[config.mk]
export PLATFORM = sky130hd
export DESIGN_NAME = osc_bank
export DESIGN_NICKNAME = d
export VERILOG_FILES = /design/src/rtl/osc_bank.sv
export SDC_FILE = /design/constraint.sdc
export NUM_CORES = 1
export LEC_CHECK = 0
export CELL_PAD_IN_SITES_DETAIL_PLACEMENT = 1
export CELL_PAD_IN_SITES_GLOBAL_PLACEMENT = 1
export CORE_ASPECT_RATIO = 1.4
export CORE_MARGIN = 1.5
export CORE_UTILIZATION = 25
export DETAILED_ROUTE_END_ITERATION = 7
export PLACE_DENSITY_LB_ADDON = 0.1
export SLEW_MARGIN = 10
export SYNTH_ARGS = -nofsm -noshare
export SYNTH_HDL_FRONTEND = slang
export SYNTH_SLANG_ARGS = --single-unit
[constraint.sdc]
create_clock -name clk -period 5.7 [get_ports clk]
set_input_delay 1.425 -clock clk [delete_from_list [all_inputs] [get_ports clk]]
set_output_delay 1.425 -clock clk [all_outputs]
set_load 0.01 [all_outputs]
[src/rtl/osc_bank.sv]
// Multi-voice oscillator bank: per-voice period counter with glitch-free divider reload.
// Optional square outputs built only when OSC_BANK_SQUARE_EN is defined.
module osc_bank #(
  parameter int unsigned VOICES = 4,
  parameter int unsigned WIDTH  = 16
) (
  input  logic                      clk,
  input  logic                      rst,
  input  logic [VOICES-1:0]         en,
  input  logic [VOICES-1:0]         sync,
  input  logic [VOICES*WIDTH-1:0]   divider,
  output logic [VOICES*WIDTH-1:0]   count,
  output logic [VOICES-1:0]         wrap,
  output logic [VOICES-1:0]         square
);

  logic [WIDTH-1:0]  cnt     [VOICES];
  logic [WIDTH-1:0]  act_div [VOICES];
  logic [VOICES-1:0] wrap_q;
  logic [VOICES-1:0] roll;

  // Rollover uses >= so a count stranded above a shrunken divider wraps at once.
  always_comb begin
    roll = '0;
    for (int unsigned v = 0; v < VOICES; v++) begin
      roll[v] = !sync[v] && en[v] && (act_div[v] != '0) && (cnt[v] >= act_div[v]);
    end
  end

  always_ff @(posedge clk or posedge rst) begin
    if (rst) begin
      for (int unsigned v = 0; v < VOICES; v++) begin
        cnt[v]     <= WIDTH'(1);
        act_div[v] <= WIDTH'(1);
      end
      wrap_q <= '0;
    end else begin
      for (int unsigned v = 0; v < VOICES; v++) begin
        wrap_q[v] <= 1'b0;
        if (sync[v]) begin
          cnt[v]     <= WIDTH'(1);
          act_div[v] <= divider[v*WIDTH +: WIDTH];
        end else if (!en[v]) begin
          act_div[v] <= divider[v*WIDTH +: WIDTH];
        end else if (act_div[v] == '0) begin
          cnt[v]     <= WIDTH'(1);
          act_div[v] <= divider[v*WIDTH +: WIDTH];
        end else if (roll[v]) begin
          cnt[v]     <= WIDTH'(1);
          wrap_q[v]  <= 1'b1;
          act_div[v] <= divider[v*WIDTH +: WIDTH];
        end else begin
          cnt[v] <= cnt[v] + WIDTH'(1);
        end
      end
    end
  end

`ifdef OSC_BANK_SQUARE_EN
  logic [VOICES-1:0] sq_q;

  always_ff @(posedge clk or posedge rst) begin
    if (rst) begin
      sq_q <= '0;
    end else begin
      for (int unsigned v = 0; v < VOICES; v++) begin
        if (sync[v])      sq_q[v] <= 1'b0;
        else if (roll[v]) sq_q[v] <= ~sq_q[v];
      end
    end
  end

  assign square = sq_q;
`else
  assign square = '0;
`endif

  always_comb begin
    count = '0;
    for (int unsigned v = 0; v < VOICES; v++) begin
      count[v*WIDTH +: WIDTH] = cnt[v];
    end
  end

  assign wrap = wrap_q;

endmodule
Word level (Yosys, flattened, before mapping). Cells that the tools add are included. Widths: inputs -> output; s select.

Input bits: 74. Output and inout bits: 72. Word-level logic and storage cells: 97. Flip-flop bits (word level): 132.

$add $sub $neg: 4. Equal/unequal tests: 4. Magnitude comparators: 4. Reductions and logical operators: 28. Multiplexer cells: 48.

Operator list (number): $mux 16 (32); $add 16x1->16 const B (4); $ge 16x16->1 (4); $logic_not 16->1 (4); $reduce_bool 16->1 (4); $mux 1 (16); $ne 4x1->1 const B (4); $logic_and 1x1->1 (12); $reduce_bool 2->1 (4); $logic_not 1->1 (4).

Depth between registers and ports, before layout.
Depth after elaboration: 8. Mapped depth: 10. Gate-level depth less buffers: 8.

Worst setup path before layout. OpenSTA, ideal clock, no wires.

Path kind: in2reg. From: input port en[2]. To: register act_div[22] (netlist bit). Library setup time: 125 ps. Stages: 7. Path slack: 2952 ps. Data arrival time: 2623 ps. Required time: 5575 ps. Path buffers: 2. Cell sequence: nor2b_1 > o21ai_0 > nor4b_1 > o21a_1 > buf_4 > buf_4 > mux2_2.

Cells in the longest elaborated chain, start to end: 4. Elaborated cells on any way between the ends: 6.

Ends and longest elaborated chain: start, declared (RTL line 9) `input logic [VOICES-1:0] en,`; $logic_and 1x1->1 (3 in series) (RTL line 26) `roll[v] = !sync[v] && en[v] && (act_div[v] != '0) && (cnt[v] >= act_div[v]);`; $ne 4x1->1 (no line); end signal, assigned by index (RTL line 42) `act_div[v] <= divider[v*WIDTH +: WIDTH];`; end signal, assigned by index (RTL line 44) `act_div[v] <= divider[v*WIDTH +: WIDTH];`; end signal, assigned by index (RTL line 47) `act_div[v] <= divider[v*WIDTH +: WIDTH];`; end, declared (RTL line 18) `logic [WIDTH-1:0] act_div [VOICES];`.

Several ways; a longest one is shown, not always the timed one. A chain may end at the register's enable or synchronous reset.

Final worst setup path.
From: input port en[2]. To: register act_div[20] (netlist bit).

Same word-level chain as after synthesis.

==> results.toml <==
[clock_network]
cts-root-buf = "clkbuf_16"
clk_buf_depth = 2
cts_num_sinks = 132
post-cts-setup-buffer-count = 0
tritoncts.num_buffers = 17
ctsHoldBuffers = 0
clk_latency_ns = 0.43
htreeDepth = 4
cts_tree = "done"
post_cts.resized_instances = 0
clk_pin_slew_ns = 0.06

[placed_design]
detailedPlace.worstSlack_ns = 1.77
placed_cells = 1340
numPortBuffers = 141
dp.final_hpwl_mm = 17.3
globalplace.congestion = 0.742
placement.cell_area_sq_mm = 0.00956

[worst_setup_path]
setup.worst_path.start_class = "input pin"
worstPathCellList = "clkdlybuf4s50_1, nor2b_1, o21ai_0, nor4b_1, o21a_1, buf_4, mux2_2"
worst-path-max-fanout = 34
r2r_setup_slk_ns = 2.71
timing_worst_setup_path_type = "in2reg"
setup.worst_path.start = "en[2]"
cpMaxStageDelayCell = "clkdlybuf4s50_1"
critPathArrivalTime_ns = 3.80
worst_r2r_startpoint = "count[45]"
worstPathRequired_ns = 6.02
slowest_cell_delay_on_critical_path_ns = 0.49
setup.worst_path.end_class = "flip-flop"

[sta]
timing.final.max_slew_violations = 0
layout_min_cycle_time_ns = 3.48
grt_setup_unrepaired = "no"
worst_margin_slew_ns = 0.784
fin_skew_ns = 0.00859
hold_violations = 0
setup_slack_ns = 2.22
max_freq_mhz = 287
setup-violations-final = 0
maxSlewHeadroom_pct = 47.8
setup_tns_ns = 0
finalCritPeriodShare_pct = 61.1

[yosys]
post-synth-top-area-fraction_pct = 39.9
asyncSetResetFlopFracSynth_pct = 100
synth_top_cells_by_area = "dfrtp_1 (40%), ha_1 (11%), o21ai_0 (5.8%), inv_1 (3.6%), nand2_1 (3.1%)"
synth_seq_area_share_pct = 42.6
syn-cell-area_sq_mm = 0.00778
ys_types = 61
synthCells = 835
syn_avg_cell_area_sq_um = 9.32
synthesis.yosys.warnings = 0
post-synth-top-area-cell = "dfrtp_1"
synth.ff_latch_count = 132
edff_count_synth = 0
synthFlopType = "dfrtp_1"

[power]
power_internal_mw = 1.88
comb_power_share_pct = 13.1
max-vdd-ir-drop_uv = 150
power-per-cell-area_mw_per_mm2 = 248
seqPwrFrac_pct = 41.5
power.switching_mw = 0.646
total_leakage_power_nw = 4.51
power.clock.fraction_pct = 45.4
switching_share_pct = 25.6

[finish]
final_area_sq_mm = 0.0102
instances_no_fill = 1372
num_antenna_cells = 0
area_delta_synth_final_pct = 30.5
final_common_cell = "clkdlybuf4s50_1"
final.fill_count = 3549
fraction_of_final_layout_cells_with_drive_strength_greater_than_1_pct = 7.74
most-common-layout-cells = "clkdlybuf4s50_1 (141), dfrtp_1 (124), o21ai_0 (90)"
multi_input_gate_area_in_the_final_layout_sq_mm = 0.00400
final_net_count = 1111
sequential_cell_area_sq_mm = 0.00331

[route]
wl_per_cell_um = 17.3
drt_wl_total_mm = 23.7
vias_per_cell = 4.90
post-route-drc-count = 0
detail_route.iter0.violations = 162
vias = 6727
detail_route.first_pass.iterations = 4
drt.antenna.violating_nets = 0

[die]
fp.coreArea_sq_mm = 0.0307
chipHeight_um = 212
initial_utilization_pct = 25.3
die_width_um = 152
die_area_sq_mm = 0.0322
floorplan.rows = 76
num_io_pins = 146

[min_path]
hold_path.class = "reg2reg"
timing.hold.worst.start = "act_div[48]"

[run_status]
outcome = "complete, no violations"

[global_route]
grt_max_degree = 80
gr_layer_usage_met1_pct = 18.7
overall_fraction_of_global_route_tracks_in_use_pct = 15.3
grt.met2_usage_pct = 27.1
grt_pass1_vias = 7102
grt_antenna_before_repair = 0
grt_overflow_total = 0
grt.busiest_layer = "met2"
grt.met3_usage_pct = 2.31
grt_first_pass_wirelength_mm = 38.6

[flow_run]
timing.max_cap.violations = 0
[Yosys cell counts (3+ instances only)]
master / count
ha_1: 68
buf_4: 9
o21a_1: 10
o21ai_0: 90
nor2_1: 40
o31ai_1: 14
or3_1: 6
buf_1: 4
o2bb2ai_1: 4
a22o_1: 6
inv_1: 75
nor4b_1: 8
nand4_1: 15
nor4_1: 23
nor3_1: 18
clkbuf_1: 13
a41oi_1: 3
and3_1: 13
or4_1: 3
dfrtp_1: 124
dfstp_2: 8
buf_2: 9
nor3b_1: 3
a21oi_1: 33
nor2b_1: 6
a211oi_1: 14
o21ai_1: 16
o311ai_0: 3
a31oi_1: 19
nand3_1: 25
nand2b_1: 10
or2_2: 6
mux2_2: 16
a21o_1: 22
nand2_1: 64
[cell families (layout without fill, tap and decap cells)]
family / after synthesis / in the layout / share of synthesized area, %
other: 1 / 4 / 0.0482
and+or+nand+nor: 253 / 253 / 17.3
xor gates and xnor gates: 4 / 4 / 0.450
adders and majority gates: 68 / 68 / 10.9
buffers and inverters: 112 / 256 / 6.18
AOI/OAI and AO/OA: 247 / 247 / 19.8
DFF: 132 / 132 / 42.6
muxes: 18 / 18 / 2.65
[worst paths after layout]
| kind | to | cells past startpoint |
|---|---|---|
| setup / recovery | act_div[20] | 7 |
| min in group asynchronous | act_div[27] | 2 |
| setup reg to reg | act_div[20] | 7 |
| hold reg to reg | act_div[48] | 2 |
| max in group asynchronous | act_div[16] | 3 |
| hold / removal | act_div[48] | 2 |
[sequential cells by signal, summed over array words and instances (netlist names)]
| signal | count |
|---|---|
| count | 64 |
| wrap | 4 |
| act_div | 64 |
[final cells by class]
cell class	instances	share of cell area (%)
Timing Repair Buffer	149	14.5
Clock buffer	28	4.89
Inverter	75	2.82
Sequential cell	132	32.6
Multi-Input combinational cell	594	39.4
Tap cell	390	4.81
Clock inverter	4	0.936
[metrics by stage]
step / power, mW / util (%) / hold WS, ns
3_3_place_gp: 1.40 / 31.1 / 0.481
4_1_cts: 2.57 / 33.1 / 0.499
5_1_grt: 2.65 / 33.1 / 0.513
3_5_place_dp: 1.40 / 31.1 / 0.491
6_report: 2.52 / 33.1 / 0.493
2_1_floorplan: 1.25 / - / 0.444
[critical path, delay by kind of cell]
family	cells	cell delay (ns)
buffers and inverters	2	0.93
multiplexers	1	0.38
AND/OR/NAND/NOR	2	0.48
AO/OA/AOI/OAI	2	0.57
[power groups by stage]
stage | registers [mW] | logic [mW] | clock network (mW)
after floorplan | 1.05 | 0.194 | 0
after global placement | 1.06 | 0.331 | 0
after detailed placement | 1.06 | 0.339 | 0
after CTS | 1.05 | 0.341 | 1.18
after global routing | 1.06 | 0.376 | 1.22
final | 1.05 | 0.329 | 1.15
[layer usage]
metal | share of wire, % | wire, um | up-vias
met1 | 45 | 10800 | 3300
met4 | 1.6 | 379 | 0
li1 | - | - | 3312
met2 | 51 | 12000 | 94
met5 | 0 | 0 | -
met3 | 2.2 | 527 | 21
Power figures use the tool's default switching activity.
